===== src/rtl/mem_port_arbiter.sv =====
// mem_port_arbiter
//
// Shares one memory port between the instruction-fetch path (IF) and the
// load/store unit (D). Only one transaction is outstanding at a time.
// Data requests normally win. A saturating starvation counter bounds how many
// data grants may be issued while fetch is waiting. A fetch flush discards an
// in-flight fetch response so stale instructions never reach IF.
//
// The request path is a zero-cycle pass-through from the winner to memory.
// The response path routes mem_resp_valid to the owner in the same cycle.
//
// Ports
//   clk, rst                 clock, synchronous active-high reset
//   if_req_valid/addr/ready  fetch request handshake
//   if_resp_valid/data       fetch response (one-cycle pulse)
//   if_flush                 drop outstanding or same-cycle fetch
//   d_req_valid/addr/wmask/wdata/ready   data request handshake (wmask 0 = read)
//   d_resp_valid/data        data response (pulse for reads and writes)
//   mem_req_valid/addr/wmask/wdata/ready memory request port
//   mem_resp_valid/data      memory response (one pulse per accepted request)
//
// Parameter
//   STARVE_LIMIT             max consecutive data grants while fetch waits (1..15)

module mem_port_arbiter #(
   parameter int STARVE_LIMIT = 4
) (
   input  logic        clk,
   input  logic        rst,

   input  logic        if_req_valid,
   input  logic [31:0] if_req_addr,
   output logic        if_req_ready,
   output logic        if_resp_valid,
   output logic [31:0] if_resp_data,
   input  logic        if_flush,

   input  logic        d_req_valid,
   input  logic [31:0] d_req_addr,
   input  logic [3:0]  d_req_wmask,
   input  logic [31:0] d_req_wdata,
   output logic        d_req_ready,
   output logic        d_resp_valid,
   output logic [31:0] d_resp_data,

   output logic        mem_req_valid,
   output logic [31:0] mem_req_addr,
   output logic [3:0]  mem_req_wmask,
   output logic [31:0] mem_req_wdata,
   input  logic        mem_req_ready,
   input  logic        mem_resp_valid,
   input  logic [31:0] mem_resp_data
);

   typedef enum logic [1:0] {
      IDLE,
      BUSY_IF,   // fetch outstanding
      BUSY_D,    // data outstanding
      DRAIN      // flushed fetch outstanding; its response is swallowed
   } state_t;

   localparam logic [3:0] LIMIT = 4'(STARVE_LIMIT);

   state_t     state;
   logic [3:0] starve_cnt;

   logic idle;
   logic if_eff;
   logic fetch_win;
   logic data_win;
   logic accept;

   // Grant decision. Recomputed every IDLE cycle; nothing is locked while
   // waiting for mem_req_ready, so a requester that drops valid loses the
   // grant to the other one.
   assign idle      = (state == IDLE) && !rst;
   assign if_eff    = if_req_valid && !if_flush;
   assign fetch_win = if_eff && (!d_req_valid || (starve_cnt == LIMIT));
   assign data_win  = d_req_valid && !fetch_win;
   assign accept    = idle && (fetch_win || data_win) && mem_req_ready;

   // NOTE: every output driven here gets a default first so no path leaves
   // a signal unassigned, which would otherwise infer a latch.
   always_comb begin
      mem_req_valid = 1'b0;
      mem_req_addr  = d_req_addr;
      mem_req_wmask = d_req_wmask;
      mem_req_wdata = d_req_wdata;
      if_req_ready  = 1'b0;
      d_req_ready   = 1'b0;

      if (fetch_win) begin
         mem_req_addr  = if_req_addr;
         mem_req_wmask = 4'h0;
         mem_req_wdata = 32'h0;
      end

      if (idle) begin
         mem_req_valid = fetch_win || data_win;
         if_req_ready  = fetch_win && mem_req_ready;
         d_req_ready   = data_win && mem_req_ready;
      end
   end

   // Response data is a straight copy; only the valids are steered.
   // A flush arriving with the fetch response kills the pulse.
   assign if_resp_data  = mem_resp_data;
   assign d_resp_data   = mem_resp_data;
   assign if_resp_valid = !rst && (state == BUSY_IF) && mem_resp_valid && !if_flush;
   assign d_resp_valid  = !rst && (state == BUSY_D) && mem_resp_valid;

   // NOTE: sequential state uses non-blocking assignments so every register
   // samples the pre-edge values, independent of statement order.
   always_ff @(posedge clk) begin
      if (rst) begin
         state      <= IDLE;
         starve_cnt <= 4'd0;
      end else begin
         case (state)
            IDLE: begin
               if (accept) begin
                  if (fetch_win) begin
                     state      <= BUSY_IF;
                     starve_cnt <= 4'd0;
                  end else begin
                     state <= BUSY_D;
                     // Only count data grants that actually made fetch wait.
                     if (if_eff && (starve_cnt != LIMIT))
                        starve_cnt <= starve_cnt + 4'd1;
                  end
               end
            end
            BUSY_IF: begin
               // A response wins over a flush in the same cycle: the pulse is
               // already suppressed, and the port is free again.
               if (mem_resp_valid)
                  state <= IDLE;
               else if (if_flush)
                  state <= DRAIN;
            end
            BUSY_D, DRAIN: begin
               if (mem_resp_valid)
                  state <= IDLE;
            end
            default: state <= IDLE;
         endcase
      end
   end

endmodule


===== config.mk =====
export PLATFORM = sky130hd
export DESIGN_NAME = mem_port_arbiter
export DESIGN_NICKNAME = d
export VERILOG_FILES = /design/src/rtl/mem_port_arbiter.sv
export SDC_FILE = /design/constraint.sdc
export NUM_CORES = 1
export LEC_CHECK = 0
export BUFFER_PORTS_ARGS = -buffer_cell sky130_fd_sc_hd__buf_4
export CAP_MARGIN = 5
export CORE_AREA = 5 5 104 106
export DETAILED_ROUTE_END_ITERATION = 16
export DIE_AREA = 0 0 109 111
export SYNTH_ARGS = -nofsm -noshare
export SYNTH_HDL_FRONTEND = slang
export SYNTH_SLANG_ARGS = --single-unit
export TNS_END_PERCENT = 20

===== constraint.sdc =====
create_clock -name clk -period 1.7 [get_ports clk]
set_input_delay 0.17 -clock clk [delete_from_list [all_inputs] [get_ports clk]]
set_output_delay 0.17 -clock clk [all_outputs]
set_load 0.005 [all_outputs]

Word-level counts from Yosys, hierarchy flattened
Cells that the tools add are included.

Input bits: 139. Word-level logic and storage cells: 50. Flip-flop bits (word level): 6.

Multiplexer cells: 14. Reductions and logical operators: 25. $add $sub $neg: 1. Eq/ne operators: 8.

Operator list (number): 32-bit two-way mux (2); 1-bit logical AND (14); 4-bit two-way mux (3); 2-bit two-way mux (5); 2-bit case mux with 3 select lines (1); 3-bit AND reduction (2); 4-bit by 1-bit adder with 4-bit output (second input constant) (1); 2-bit equality test (second input constant) (2); 4-bit by 3-bit equality test with 1-bit output (second input constant) (1); 1-bit logical NOT (4); 2-bit != test (second input constant) (2); 4-bit by 3-bit != test with 1-bit output (second input constant) (1); 1-bit two-way mux (3); 3-bit != test (second input constant) (1); 2-bit by 1-bit equality test with 1-bit output (second input constant) (1); 2-bit logical NOT (1); 1-bit logical OR (2); 2-bit nonzero test (1); 2-bit OR reduction (1).

Depth between registers and ports, before layout
Gate-level depths: netlist (run 1).

Depth in word-level cells: 10. Depth in mapped cells: 6. Depth with buffers taken out: 5.

Least setup slack after synthesis (run 1)
OpenSTA, ideal clock, no wires.

Kind: flip-flop to output port. Start point: register starve_cnt[0]. End point: output port mem_req_addr[0]. Stages on the path, launching flop included: 7. Setup slack: 0.087 ns. Data required time: 1.530 ns. Buffers on the path: 1. Data arrival time: 1.443 ns. Cell sequence: dfxtp_1 > inv_1 > ha_1 > nand3b_4 > a21oi_4 > buf_6 > mux2_2.

Word-level cells in the longest chain between the ends: 4.

RTL lines: from (decl) (RTL line 65) `logic [3:0] starve_cnt;`; from (signal assigned) (RTL line 129) `starve_cnt <= starve_cnt + 4'd1;`; 4-bit by 3-bit equality test with 1-bit output (RTL line 78) `assign fetch_win = if_eff && (!d_req_valid || (starve_cnt == LIMIT));`; 1-bit logical OR (RTL line 78); 1-bit logical AND (RTL line 78); 32-bit two-way mux (RTL line 92) `if (fetch_win) begin`; to (decl) (RTL line 47) `output logic [31:0] mem_req_addr,`.

No other way between the ends.

Worst setup path after layout (run 1)
Start point: register starve_cnt[1]. End point: output port mem_req_addr[6].

Same word-level chain as after synthesis.

==> out/qor.csv, run 1 <==
metric;value;unit
diodes;0;
cp-end-kind;primary output;
grt_pass1_vias;1812;
cts_root_buffer;clkbuf_8;
synth_ff_type;dfxtp_1;
port_buffers;179;
synth_edf_count;0;
hold_viol;0;
powerDensity;338;nW/um^2
clk_pin_slew;0.04;ns
yosys_warnings;0;
finalWirelength;6.88;mm
ctsHtreeMaxLevel;1;
seq_area_frac_synth;7.64;%
cp_max_fo;8;
vias_per_cell;3.78;
antenna_found_initial;0;
r2r-start;starve_cnt[1];
ant_nets;0;
drv_cap;0;
firstDrtPassIters;4;
fin_skew;0.000496;ns
final_cells;446;
grt.overflow.total;0;
cts_made_buffers;3;
grt_usage;10.2;%
drc_errors;0;
hold_class;in2reg;
layout-area-overhead-vs-synth;89.7;%
final_cell_mix;168 x buf_4, 38 x nor2b_1, 21 x mux2_4, 21 x buf_6, 11 x mux2_2;
worst_pin_slew;0.385;ns
die_x;109;um
slew_violations;0;
ys_ff_latch;6;
slew_headroom;74.2;%
nets;456;
final_common_cell;buf_4;
syn-num-nets;327;
synthArstFlopShare;0;%
synthTopCellsByArea;buf_4 31%, mux2_2 21%, nor2b_1 15%;
place.gp.congestion;0.794;
worstSetupPathType;reg2out;
holdWs;0.260;ns
avgSynthCellArea;8.45;sq um
clockBufferDepth;2;
vdd_ir_drop_max;0.000354;V
min_period;1.96;ns
hold_start;rst;
hold_depth;2;
clk-insertion-delay-late;0.23;ns
core;9680;sq um
violations;setup timing;
cp-start-kind;flop;
clock-sinks;6;
cts_tree;done;
rr_worst_depth;8;
p_leak;1.48;nW
yosysTopAreaCell;buf_4;
rsz0062_at_grt;yes;
drive_above_1_share;77.0;%
core.rowCount;36;
fmax;511;MHz
r2r_end;state[1];
setup_slack;-0.256;ns
dp_slack;-0.102;ns
outcome;finished, violations left;
routed-via-count;1686;
die-area;12100;sq um
start_util;16.2;%
whs_endpoint;starve_cnt[0];
die_h;111;um
syn-instance-count;186;
crit_required;1.53;ns
synth.top_cell.area_share;30.6;%
r2r_slack;0.22;ns
io_pins;276;
setup_viol;60;
grt_max_degree;25;
netlist_area;1570;sq um
place_hpwl;5.68;mm
grt_pass1_wl;10.0;mm
arrival;1.79;ns
min_period_over_period;115;%
drt-wirelength-per-cell;15.4;um
first_iter_violations;60;
ys_types;33;
dp_cells;435;
[timing repair]
item,4_1_cts,5_1_grt
endpoints found under the setup margin,69,70
cloned,2,0
resized for setup,55,0
pin swaps,2,1
setup buffers,3,3
hold buffers,0,0
[worst max path at each step]
stage / slack (ns) / start / cells past startpoint / endpoint
2_1_floorplan: 0.09 / starve_cnt[0] / 6 / mem_req_addr[0]
3_3_place_gp: -0.07 / starve_cnt[1] / 7 / mem_req_addr[6]
3_5_place_dp: -0.10 / starve_cnt[1] / 7 / mem_req_addr[4]
4_1_cts: -0.27 / starve_cnt[1] / 8 / mem_req_addr[4]
5_1_grt: -0.34 / starve_cnt[1] / 8 / mem_req_addr[5]
6_report: -0.26 / starve_cnt[1] / 8 / mem_req_addr[6]
[through the flow]
step	setup TNS [ns]	total power, W	instance area, sq um	util [%]
floorplan	0	0.000444	1570	-
global placement	-2.10	0.000706	2630	27.2
detailed placement	-2.69	0.000711	2630	27.2
CTS	-9.90	0.00102	2960	30.6
global route	-15.23	0.00106	2980	30.8
finish	-9.63	0.00101	2980	30.8
[worst max-delay path: stages, from the launching register on]
cell and delay, ns:
dfxtp_2 0.31, inv_2 0.08, ha_4 0.15, nand3b_4 0.09
a21oi_4 0.20, buf_12 0.16, buf_12 0.14, mux2_4 0.31
buf_6 0.12
[routing by layer]
layer / GRT usage, % / part of all wire, % / wire [um]
met3: 3.61 / 14 / 974
met5: 0 / 0 / 0
met1: 10.7 / 33 / 2240
met2: 19.4 / 53 / 3630
met4: 1.60 / 0.60 / 41
[synthesized netlist by cell type (2+ instances only)]
library cell / instances
dfxtp_1: 6
inv_1: 3
buf_6: 4
mux2_2: 29
nor2b_1: 38
nand4_1: 3
nor2_1: 4
ha_1: 2
clkbuf_1: 2
buf_2: 3
nand2b_1: 4
a21o_1: 2
buf_4: 64
mux2_1: 3
[report_power, final]
part           switching [W]  internal, W  leakage (nW)
logic               0.000193     0.000443          1.41
clock network      0.0000702     0.000153        0.0216
registers         0.00000467     0.000144        0.0491
total               0.000268     0.000740          1.48
[sequential cells by signal, summed over array words and instances (netlist names)]
register,flops
starve_cnt,4
state,2
[logic make-up (layout without fill, tap and decap cells)]
| group | count (synthesis) | count (layout) | share of synthesized area (%) |
|---|---|---|---|
| simple gates | 58 | 58 | 25.3 |
| buf+inv | 76 | 203 | 35.6 |
| compound gates | 12 | 12 | 6.93 |
| mux | 32 | 32 | 22.9 |
| flops | 6 | 6 | 7.64 |
| fa+ha+maj | 2 | 2 | 1.59 |
[area by class of cell]
type | count | area (sq um)
tap | 133 | 166
sequential | 6 | 121
fill | 1009 | 6700
timing repair buffer | 197 | 1660
clock buffer | 3 | 41.3
inverter | 3 | 11.3
multi-input combinational | 104 | 983
No activity file was read; power rests on OpenSTA's default activity.
==> run 2: changes to the inputs <==
--- a/config.mk
+++ b/config.mk
@@ -5,6 +5,7 @@
 export SDC_FILE = /design/constraint.sdc
 export NUM_CORES = 1
 export LEC_CHECK = 0
+export ABC_AREA = 1
 export BUFFER_PORTS_ARGS = -buffer_cell sky130_fd_sc_hd__buf_4
 export CAP_MARGIN = 5
 export CORE_AREA = 5 5 104 106
==> run 2 against run 1 <==
The flow still finishes with violations (setup timing). Design area up 5.7%. First-iteration DRC count rose by 45%. Global-route usage up 1.2 points. Clock power shrank 2%. Fmax grew 14%. Sequential share of layout area is 0.18 points lower. Combinational power rose by 10%.
==> out/qor.csv, run 2 <==
metric;value;unit;change
synth_ff_type;dfxtp_1;;unchanged
dp_cells;554;;was 435
yosys_warnings;0;;unchanged
final_common_cell;buf_4;;unchanged
cts_root_buffer;clkbuf_8;;unchanged
clock-sinks;6;;unchanged
cp-end-kind;primary output;;unchanged
place_hpwl;6.21;mm;was 5.68 mm
slew_headroom;82.2;%;was 74.2%
antenna_found_initial;0;;unchanged
clk-insertion-delay-late;0.22;ns;was 0.23 ns
synth.most_common_cell;nand2_1;;was buf_4
arrival;1.55;ns;was 1.79 ns
place.gp.congestion;0.801;;was 0.794
synthArstFlopShare;0;%;unchanged
finalWirelength;7.94;mm;was 6.88 mm
setup_viol;5;;was 60
crit_required;1.53;ns;about the same
cp-startpoint;starve_cnt[0];;was starve_cnt[1]
placed_cell_area;2650;sq um;was 2630 sq um
vias_per_cell;3.88;;was 3.78
avgSynthCellArea;5.26;sq um;was 8.45 sq um
worst_pin_slew;0.265;ns;was 0.385 ns
layout-area-overhead-vs-synth;92.7;%;was 89.7%
largestRegisters;starve_cnt (4), state (2);;unchanged
drc_errors;0;;unchanged
yosysTopAreaCell;buf_4;;unchanged
synthMuxAreaShare;0;%;was 22.9%
grt_max_degree;23;;was 25
p_leak;1.81;nW;was 1.48 nW
synth_compound_area_share;3.44;%;was 6.93%
core.rowCount;36;;unchanged
synth.top_cell.area_share;31.2;%;was 30.6%
core;9680;sq um;unchanged
violations;setup timing;;unchanged
grt_pass1_wl;11.0;mm;was 10.0 mm
synthSimpleGateAreaFrac;41.8;%;was 25.3%
grt_usage;11.4;%;was 10.2%
outcome;finished, violations left;;unchanged
cpMaxStageDelayCell;dfxtp_2;;unchanged
synth_edf_count;0;;unchanged
die-area;12100;sq um;unchanged
yosys-top-cells-count;108 x nand2_1, 68 x buf_4, 45 x inv_1, 38 x nor2_1, 8 x nand3_1;;was 64 x buf_4, 38 x nor2b_1, 29 x mux2_2, 6 x dfxtp_1
drive_above_1_share;61.4;%;was 77.0%
min_period_over_period;101;%;was 115%
synth_xor_area_share;0;%;unchanged
die_h;111;um;unchanged
r2r-start;starve_cnt[0];;was starve_cnt[1]
firstDrtPassIters;4;;unchanged
utilization;32.6;%;was 30.8%
power;0.00107;W;was 0.00101 W
hold_viol;0;;unchanged
cp-start-kind;flop;;unchanged
crit_chain;inv_2 -> ha_4 -> nand3_2 -> nand2_2 -> nand2_4 -> inv_8 -> buf_12 -> buf_12 -> nand2_2 -> nand2_2 -> buf_4;;was inv_2 -> ha_4 -> nand3b_4 -> a21oi_4 -> buf_12 -> buf_12 -> mux2_4 -> buf_6
first_iter_violations;87;;was 60
seq_area_frac_synth;7.34;%;was 7.64%
regMostFlops;starve_cnt;;unchanged
hold_class;in2reg;;unchanged
cpMostUsedCell;nand2_2;;was buf_12
drt-wirelength-per-cell;13.9;um;was 15.4 um
diodes;0;;unchanged
r2r_slack;0.30;ns;was 0.22 ns
synthTopCellsByArea;buf_4 31%, nand2_1 25%, inv_1 10%;;was buf_4 31%, mux2_2 21%, nor2b_1 15%
netlist_area;1640;sq um;was 1570 sq um
cts_tree;done;;unchanged
max_stage_delay;0.32;ns;was 0.31 ns
drv_cap;0;;unchanged
port_buffers;179;;unchanged
ys_types;23;;was 33
nets;581;;was 456
setup_slack;-0.0175;ns;was -0.256 ns
grt_pass1_vias;2141;;was 1812
ys_ff_latch;6;;unchanged
routed-via-count;2215;;was 1686
vdd_ir_drop_max;0.000500;V;was 0.000354 V
cp_max_fo;8;;unchanged
worstSetupPathType;reg2out;;unchanged
final_cell_mix;184 x buf_4, 85 x nand2_1, 43 x inv_1;;was 168 x buf_4, 38 x nor2b_1, 21 x mux2_4, 21 x buf_6, 11 x mux2_2
rsz0062_at_grt;yes;;unchanged
ant_nets;0;;unchanged
fmax;582;MHz;was 511 MHz
io_pins;276;;unchanged
slew_violations;0;;unchanged
cts_hold_buffers;0;;unchanged
fin_skew;0.00254;ns;was 0.000496 ns
largest_reg_flops;4;;unchanged
clk_pin_slew;0.04;ns;about the same
grt.overflow.total;0;;unchanged
ctsHtreeMaxLevel;1;;unchanged
powerDensity;341;nW/um^2;was 338 nW/um^2
finalSetupTns;-0.0406;ns;was -9.63 ns
start_util;16.9;%;was 16.2%
syn-num-nets;452;;was 327
min_period;1.72;ns;was 1.96 ns
fillers;1074;;was 1009
synth_top_family_by_area;buffers and inverters;;unchanged
syn-instance-count;311;;was 186
final_cells;571;;was 446
cts_made_buffers;3;;unchanged
synth_adder_area_share;1.53;%;was 1.59%
die_x;109;um;unchanged
hold_start;rst;;unchanged
postLayoutCellArea;3150;sq um;was 2980 sq um
clockBufferDepth;2;;unchanged
-- run 2: cell types whose count changed in the layout (fill, tap and decap cells not counted), sizes merged, moves of 2 or more --
cell / delta
mux2: -32
nand3: +8
nor3: +5
nor2b: -38
o21ai: +2
nor2: +36
nand4: -3
nand2: +111
nand2b: -4
inv: +47
a21o: -2
a21oi: +5
-- run 2: routing by layer --
| metal | track usage [%] | vias up | part of all wire (%) |
|---|---|---|---|
| met5 | 0 | - | 0 |
| li1 | - | 1099 | - |
| met4 | 1.60 | 0 | 0.72 |
| met1 | 11.6 | 973 | 35 |
| met2 | 22.1 | 135 | 53 |
| met3 | 3.90 | 8 | 11 |
-- run 2: logic make-up after synthesis --
| group | count (synthesis) |
|---|---|
| AOI/OAI and AO/OA | 10 |
| adders and majority gates | 2 |
| buffers and inverters | 126 |
| DFF | 6 |
| and+or+nand+nor | 167 |
-- run 2: layout make-up --
| cell class | count | area (sq um) | area share, % |
|---|---|---|---|
| Timing Repair Buffer | 199 | 1680 | 53.2 |
| Multi-Input combinational cell | 179 | 945 | 30.0 |
| Inverter | 51 | 200 | 6.35 |
| Tap cell | 133 | 166 | 5.28 |
| Sequential cell | 6 | 123 | 3.89 |
| Clock buffer | 3 | 41.3 | 1.31 |
-- run 2: worst paths after layout --
| path | to | depth (start not counted) |
|---|---|---|
| max | mem_req_addr[18] | 11 |
| min | starve_cnt[1] | 2 |
| max reg2reg | state[1] | 11 |
| min reg2reg | starve_cnt[3] | 3 |
-- run 2: per-stage QoR --
step	setup WS [ns]	hold WS, ns
floorplan	0.316	0.239
global placement	0.111	0.340
detailed placement	0.0766	0.340
CTS	-0.0677	0.133
global route	-0.0948	0.133
finish	-0.0175	0.138
-- run 2: repair_timing --
| action | in CTS | in global routing |
|---|---|---|
| pin swaps | 4 | 7 |
| cloned | 3 | 1 |
| buffers inserted | 8 | 3 |
| hold endpoints to repair | 0 | 0 |
| gates resized for setup | 43 | 41 |
| endpoints found under the setup margin | 68 | 70 |
-- run 2: worst max-delay path: cells and delay by family, from the launching register on --
family	cells	cell delay [ns]
AND/OR/NAND/NOR	5	0.33
flip-flops	1	0.32
buffers and inverters	5	0.51
adder cells (fa/ha/maj)	1	0.15
-- run 2: power breakdown --
group / internal (W) / switching (W)
Sequential: 0.000146 / 0.00000719
Clock: 0.000153 / 0.0000656
Combinational: 0.000425 / 0.000277
